**config.mk**
```make
export PLATFORM = sky130hd
export DESIGN_NAME = tdm_demux4
export DESIGN_NICKNAME = d
export VERILOG_FILES = /design/src/rtl/tdm_demux4.sv
export SDC_FILE = /design/constraint.sdc
export NUM_CORES = 1
export LEC_CHECK = 0
export BUFFER_PORTS_ARGS = -buffer_cell sky130_fd_sc_hd__buf_2
export CAP_MARGIN = 20
export CORE_MARGIN = 5
export CORE_UTILIZATION = 35
export DETAILED_ROUTE_END_ITERATION = 10
export PLACE_DENSITY = 0.57
export REMOVE_ABC_BUFFERS = 1
export SLEW_MARGIN = 20
export SYNTH_ARGS = -nofsm -noshare
export SYNTH_HDL_FRONTEND = slang
export SYNTH_SLANG_ARGS = --single-unit
```
**constraint.sdc**
```tcl
create_clock -name clk -period 3.7 [get_ports clk]
set_clock_uncertainty 0.2 [all_clocks]
set_input_delay 0.37 -clock clk [delete_from_list [all_inputs] [get_ports clk]]
set_output_delay 0.37 -clock clk [all_outputs]
set_load 0.02 [all_outputs]
```
**src/rtl/tdm_demux4.sv**
```systemverilog
// Four-slot serial TDM demultiplexer: collects MSB-first slots after a sync
// strobe and publishes all four channels together once a frame is complete.
module tdm_demux4 #(
  parameter int DW = 8
) (
  input  logic          clk,
  input  logic          rst_n,
  input  logic          din,
  input  logic          sync,
  output logic [DW-1:0] ch0,
  output logic [DW-1:0] ch1,
  output logic [DW-1:0] ch2,
  output logic [DW-1:0] ch3,
  output logic          frame_valid,
  output logic          sync_err,
  output logic          busy
);
  localparam int BW = (DW > 2) ? $clog2(DW) : 1;

  typedef enum logic {IDLE, RECV} state_t;

  state_t                 state;
  logic [BW-1:0]          bit_cnt;
  logic [1:0]             slot_cnt;
  logic [DW-1:0]          sr;
  logic [2:0][DW-1:0]     hold;
  logic [3:0][DW-1:0]     chq;
  logic [DW-1:0]          assembled;
  logic [DW-1:0]          first_bit;
  logic                   last_bit;

  assign assembled = {sr[DW-2:0], din};
  assign first_bit = {{(DW-1){1'b0}}, din};
  assign last_bit  = (bit_cnt == BW'(DW-1));
  assign busy      = (state == RECV);

  assign ch0 = chq[0];
  assign ch1 = chq[1];
  assign ch2 = chq[2];
  assign ch3 = chq[3];

  always_ff @(posedge clk or negedge rst_n) begin
    if (!rst_n) begin
      state       <= IDLE;
      bit_cnt     <= '0;
      slot_cnt    <= '0;
      sr          <= '0;
      hold        <= '0;
      chq         <= '0;
      frame_valid <= 1'b0;
      sync_err    <= 1'b0;
    end else begin
      frame_valid <= 1'b0;
      sync_err    <= 1'b0;
      case (state)
        IDLE: begin
          if (sync) begin
            sr       <= first_bit;
            bit_cnt  <= BW'(1);
            slot_cnt <= '0;
            state    <= RECV;
          end
        end
        RECV: begin
          if (sync) begin
            // Mid-frame sync: drop the partial frame and restart on this bit.
            sync_err <= 1'b1;
            sr       <= first_bit;
            bit_cnt  <= BW'(1);
            slot_cnt <= '0;
          end else begin
            sr <= assembled;
            if (last_bit) begin
              bit_cnt <= '0;
              if (slot_cnt == 2'd3) begin
                chq         <= {assembled, hold[2], hold[1], hold[0]};
                frame_valid <= 1'b1;
                state       <= IDLE;
              end else begin
                hold[slot_cnt] <= assembled;
                slot_cnt       <= slot_cnt + 2'd1;
              end
            end else begin
              bit_cnt <= bit_cnt + BW'(1);
            end
          end
        end
        default: state <= IDLE;
      endcase
    end
  end
endmodule

```
==> results.toml, run 1 <==
[power_and_ir_drop]
max-vdd-ir-drop_mv = 0.307
power_frac_comb_pct = 4.2
swShare_pct = 21.4
power_density_nw_per_um2 = 450
p_total_w = 0.00147
power.leakage_nw = 1.86
clkPwrFrac_pct = 40.1
p_seq_share_pct = 55.7
p_sw_w = 0.000314
intPower_w = 0.00116

[finish]
mostFrequentLayoutCells = "dfrtp_1, mux2_2, buf_2"
fin_nets = 233
post-route-util_pct = 42.3
multi_input_area_um2 = 965
seq_area_um2 = 1780
drive_above_1_share_pct = 50.2
area_delta_synth_final_pct = 18.1
antennaDiodeCount = 0
fillers = 740
final_common_cell = "dfrtp_1"

[global_route]
grt_pass1_wl_um = 8220
antenna_found_initial = 0
grtUsageTotal_pct = 10.9
grt_pass1_vias = 1577
overflow = 0
grt_max_degree = 72

[drt]
routed_wl_um = 4780
drtAntennaViolNets = 0
post_drt_wl_per_cell_um = 14.5
dr.pass1.iters = 4
avgViaCountPerCell = 4.56
vias = 1499
detail_route.drc_violations = 0
detail_route.iter0.violations = 30

[yosys]
synth_top_cell_by_area = "dfrtp_1"
syn-instance-count = 177
ys_seq_area_share_pct = 64.1
netlist_area_um2 = 2770
yosys_register_bits = 71
yosysWarningCount = 0
synth.top_cell.area_share_pct = 64.1
ys_types = 19
synth_top_cells_by_area = "dfrtp_1, mux2_2, ha_1, mux2i_1, nor2_1"
syn_area_per_cell_um2 = 15.7

[worst_setup_path]
worst_setup_path_end_kind = "flop"
reg2reg_to = "ch0[4]"
path_cells = "nand4b_4 -> mux2_2"
cp.required_ns = 3.71
r2r_cells = 2
cp.arrival_ns = 2.26
cp-endpoint = "ch0[4]"
path_max_fanout = 33
timing.rr.start = "busy"
cpMaxStageDelayCell = "dfrtp_1"
cp.depth = 2
critPathLaunchType = "flop"
reg2reg_slack_ns = 1.45
cp-startpoint = "busy"
crit_family = "flip-flops"
path_buf_inv = 0
cp_slowest_stage_delay_ns = 0.76
path_class = "reg2reg"

[floorplanning]
die_area_um2 = 9800
die_w_um = 99.0
fp.coreArea_um2 = 7730
ios = 39
die_height_um = 99.0
start_util_pct = 35.9
row_count = 32

[timing]
finalCritPeriodShare_pct = 60.7
fin_tns_setup_ns = 0
worstMarginPinSlew_ns = 0.887
maxSlewViolCount = 0
period_minus_slack_ns = 2.25
hold_viol_final = 0
slew_headroom_pct = 40.9
rsz0062_at_grt = "no"
setup_violations = 0
clock.fmax_mhz = 445

[clocking]
cts_tree = "done"
cts_root_buf = "clkbuf_8"
numCtsBuffers = 9
htreeDepth = 3
clock_latency_ns = 0.34
path_clk_slew_ns = 0.07
post_cts_buffers = 0
cts.sinks = 71
cts_resized = 0
cts_hold_buf = 0
cts_buffer_depth = 2

[placement]
gp_congestion = 0.675
place_hpwl_um = 2960
io_buffers = 38

[outcome]
outcome = "finished, final reports clean"

[run]
max_cap_violations = 0

[worst_hold_path]
hold_class = "in2async"
## kinds of logic (layout without fill, tap and decap cells)
logic type	after synthesis	in the layout	synth area share, %
buffers and inverters	9	59	1.40
adders and majority gates	7	7	3.16
muxes	65	65	26.0
xor gates and xnor gates	1	1	0.316
and+or+nand+nor	20	20	4.06
DFF	71	71	64.1
AOI/OAI and AO/OA	4	4	0.903
## state kept, by name, summed over array words and instances (netlist names)
| signal | flops |
|---|---|
| hold | 24 |
| ch0 | 8 |
| ch1 | 8 |
| ch2 | 8 |
| ch3 | 8 |
| sr | 7 |
| bit_cnt | 3 |
| slot_cnt | 2 |
| busy | 1 |
| frame_valid | 1 |
| sync_err | 1 |
## power by group through the flow
stage	clock, W	combinational, W	sequential, W
after floorplan	0	0.0000353	0.000830
after global placement	0	0.0000626	0.000833
after detailed placement	0	0.0000637	0.000835
after CTS	0.000616	0.0000644	0.000820
after global routing	0.000658	0.0000713	0.000823
final	0.000590	0.0000623	0.000820
## routing by layer
layer	GRT usage, %	up-vias	wire [µm]
met4	3.15	0	51
met5	0	-	0
met1	14.4	745	2370
met3	5.38	7	338
li1	-	707	-
met2	15.7	40	2020
## worst min path at each step
stage          startpoint          end  depth (start not counted)
4_1_cts             rst_n  frame_valid                          2
2_1_floorplan       rst_n   bit_cnt[0]                          0
6_report            rst_n       ch0[6]                          2
3_5_place_dp   bit_cnt[0]   bit_cnt[0]                          1
5_1_grt             rst_n       ch2[6]                          2
3_3_place_gp   bit_cnt[0]   bit_cnt[0]                          1
## cell usage after synthesis
cell,instances
a21o_1,1
a21oi_1,2
and2_1,1
and4bb_2,1
buf_2,4
clkbuf_1,1
dfrtp_1,71
ha_1,7
inv_1,4
mux2_1,1
mux2_2,56
mux2i_1,8
nand2_1,2
nand2_2,3
nand3b_1,2
nand4b_2,1
nor2_1,10
o31ai_1,1
xnor2_1,1
## per-stage QoR
stage               hold slack, ns  std cells  cell area (µm²)  worst slack (ns)
global route                 0.106        329             3270              1.27
detailed placement           0.277        313             3080              1.41
finish                      0.0439        329             3270              1.45
global placement             0.272        313             3070             0.938
CTS                         0.0641        329             3270              1.40
floorplan                   -0.126        172             2750              1.37
## final cells by class
class | instances | share of cell area, %
Sequential cell | 71 | 54.3
Multi-Input combinational cell | 97 | 29.5
Timing Repair Buffer | 39 | 6.04
Clock buffer | 12 | 4.44
Tap cell | 102 | 3.90
Clock inverter | 4 | 1.38
Inverter | 4 | 0.459
Note: power is estimated with default switching activity, not from simulation.
==> run 2, diff against run 1 <==
--- a/config.mk
+++ b/config.mk
@@ -5,6 +5,7 @@
 export SDC_FILE = /design/constraint.sdc
 export NUM_CORES = 1
 export LEC_CHECK = 0
+export ABC_AREA = 1
 export BUFFER_PORTS_ARGS = -buffer_cell sky130_fd_sc_hd__buf_2
 export CAP_MARGIN = 20
 export CORE_MARGIN = 5
==> constraint.sdc (replaced) <==
create_clock -name clk -period 2.1 [get_ports clk]
set_clock_uncertainty 0.2 [all_clocks]
set_input_delay 0.21 -clock clk [delete_from_list [all_inputs] [get_ports clk]]
set_output_delay 0.21 -clock clk [all_outputs]
set_load 0.02 [all_outputs]
==> run 2 against run 1 <==
Sequential cell count did not move. Via count rose by 41%. First-iteration DRC count rose to 3.5 times the previous value. Utilization fell by 1.0 points. Clock power rose by 66%. Count of clock-buffer cells in the layout rose by 1. Largest cell class unchanged. Critical endpoint is now ch0[5]. Global-route usage rose by 1.7 points. Worst setup slack got worse by 1.2 ns. Combinational power rose to 3.9 times the previous value. Critical path type unchanged. Critical path depth rose by 6.
==> results.toml, run 2 <==
[outcome]
outcome = "finished, final reports clean"

[worst_setup_path]
reg2reg_slack_ns = 0.30
cp-startpoint = "bit_cnt[0]"
path_class = "reg2reg"
critPathLaunchType = "flop"
r2r_cells = 8
cpMaxStageDelayCell = "dfrtp_1"
path_cells = "ha_1 -> ha_1 -> nand2_1 -> inv_1 -> nand2_2 -> buf_12 -> nand2_1 -> o21ai_2"
cp.depth = 8
path_buf_inv = 2
worst_setup_path_end_kind = "flop"
crit_family = "adder cells"
reg2reg_to = "ch0[5]"
cp-endpoint = "ch0[5]"
path_max_fanout = 53
cp_slowest_stage_delay_ns = 0.40
cp.arrival_ns = 1.86
cp.required_ns = 2.16
timing.rr.start = "bit_cnt[0]"

[timing]
clock.fmax_mhz = 556
fin_tns_setup_ns = 0
maxSlewViolCount = 0
slew_headroom_pct = 74.5
period_minus_slack_ns = 1.80
worstMarginPinSlew_ns = 0.382
setup_violations = 0
finalCritPeriodShare_pct = 85.7
rsz0062_at_grt = "no"
hold_viol_final = 0
fin_ws_ns = 0.301

[clocking]
numCtsBuffers = 9
cts_root_buf = "clkbuf_8"
clock_latency_ns = 0.34
htreeDepth = 3
cts_tree = "done"
cts.sinks = 71
post_cts_buffers = 0
cts_buffer_depth = 2
path_clk_slew_ns = 0.07

[power_and_ir_drop]
power_density_nw_per_um2 = 758
p_total_w = 0.00269
max-vdd-ir-drop_mv = 0.299
power.leakage_nw = 1.84

[finish]
antennaDiodeCount = 0
fillers = 894
largest_reg_flops = 24
fin_nets = 369
drive_above_1_share_pct = 25.1
final_common_cell = "nand2_1"
final_area_um2 = 3550
regMostFlops = "hold"
area_delta_synth_final_pct = 17.0
mostFrequentLayoutCells = "nand2_1, dfrtp_1, inv_1"

[yosys]
syn_area_per_cell_um2 = 9.73
ys.flop_type = "dfrtp_1"
synth_compound_area_share_pct = 10.1
synth-adder-area-share_pct = 2.89
synth_top_family_by_area = "simple AND/OR/NAND/NOR gates"
synth_top_cell_by_area = "dfrtp_1"
syn-instance-count = 312
ys_seq_area_share_pct = 58.5
yosys_register_bits = 71
ys_async_sr_fraction_pct = 100
synth_edf_count = 0
synthTopCellsByCount = "nand2_1, dfrtp_1, inv_1"
synth.top_cell.area_share_pct = 58.5
ys_types = 20
synthSimpleGateAreaFrac_pct = 19.5
synthXorXnorAreaFrac_pct = 0
synth.most_common_cell = "nand2_1"
yosysWarningCount = 0
synth_top_cells_by_area = "dfrtp_1, nand2_1, o21ai_2, inv_1, nand4_1"
netlist_area_um2 = 3040
synthMuxAreaShare_pct = 0

[drt]
detail_route.drc_violations = 0
routed_wl_um = 5820
dr.pass1.iters = 4
detail_route.iter0.violations = 105
post_drt_wl_per_cell_um = 12.4
drtAntennaViolNets = 0
vias = 2109
avgViaCountPerCell = 4.48

[global_route]
antenna_found_initial = 0
grt_max_degree = 72
grt_pass1_vias = 2154
grt_pass1_wl_um = 10300
overflow = 0
grtUsageTotal_pct = 12.5

[floorplanning]
die_height_um = 103
die_area_um2 = 10600
ios = 39
start_util_pct = 35.3
die_w_um = 103
row_count = 34
fp.coreArea_um2 = 8590

[worst_hold_path]
hold_class = "in2async"

[placement]
place_hpwl_um = 4040
pre_cts_ws_ns = 0.317
gp_congestion = 0.731
detailed_place.area_um2 = 3340
io_buffers = 38

[run]
max_cap_violations = 0
run 2: changes by cell type after synthesis, moves of 9 or more:
| cell | previous run | this run |
|---|---|---|
| o21ai_2 | 0 | 23 |
| nand2_1 | 2 | 97 |
| mux2_2 | 56 | 0 |
| nand4_1 | 0 | 24 |
| inv_1 | 4 | 43 |
| o21ai_1 | 0 | 9 |
run 2: repair_timing:
| action | 4_1_cts | 5_1_grt |
|---|---|---|
| hold buffers | 3 | 0 |
| resized for setup | 0 | 0 |
| endpoints found under the hold margin | 77 | 0 |
run 2: worst reg2reg max path: cells and delay by family, from the launching register on:
kind	cells	cell delay (ns)
fa+ha+maj	2	0.43
flops	1	0.40
simple gates	3	0.33
buf+inv	2	0.31
compound gates	1	0.06
run 2: logic make-up after synthesis:
group / count (synthesis)
buffers and inverters: 59
adder cells (fa/ha/maj): 7
flip-flops: 71
AND/OR/NAND/NOR: 133
AO/OA/AOI/OAI: 42
run 2: power by group:
part           switching, W  internal, W
clock network      0.000489     0.000491
logic              0.000161    0.0000814
registers         0.0000418      0.00143
run 2: final cells by class:
| cell class | instances | area [µm²] | share of cell area, % |
|---|---|---|---|
| well taps | 108 | 135 | 3.81 |
| inverters | 45 | 169 | 4.76 |
| clock inverters | 3 | 17.5 | 0.493 |
| flip-flops and latches | 71 | 1780 | 50.0 |
| multi-input cells | 182 | 988 | 27.8 |
| repair buffers | 49 | 305 | 8.60 |
| clock buffers | 13 | 159 | 4.47 |
run 2: through the flow:
step | hold WS (ns) | utilization [%] | cells
2_1_floorplan | -0.286 | - | 298
3_3_place_gp | 0.0678 | 38.9 | 452
3_5_place_dp | 0.0692 | 38.9 | 452
4_1_cts | 0.220 | 41.3 | 471
5_1_grt | 0.285 | 41.3 | 471
6_report | 0.215 | 41.3 | 471
run 2: how the worst min path moves through the flow:
stage | startpoint | end | slack [ns] | depth (start not counted)
final | rst_n | ch2[4] | 0.21 | 3
after CTS | rst_n | hold[18] | 0.22 | 3
after floorplan | rst_n | bit_cnt[0] | -0.29 | 0
after global routing | rst_n | ch2[3] | 0.29 | 3
after global placement | rst_n | ch2[1] | 0.07 | 2
after detailed placement | rst_n | ch2[4] | 0.07 | 2
run 2: layer usage:
metal	vias to the layer above	GRT usage, %	share of wire, %
li1	1090	-	-
met1	977	16.6	50
met2	33	19.3	45
met3	9	2.44	3.2
met4	0	6.87	2.0
met5	-	0	0
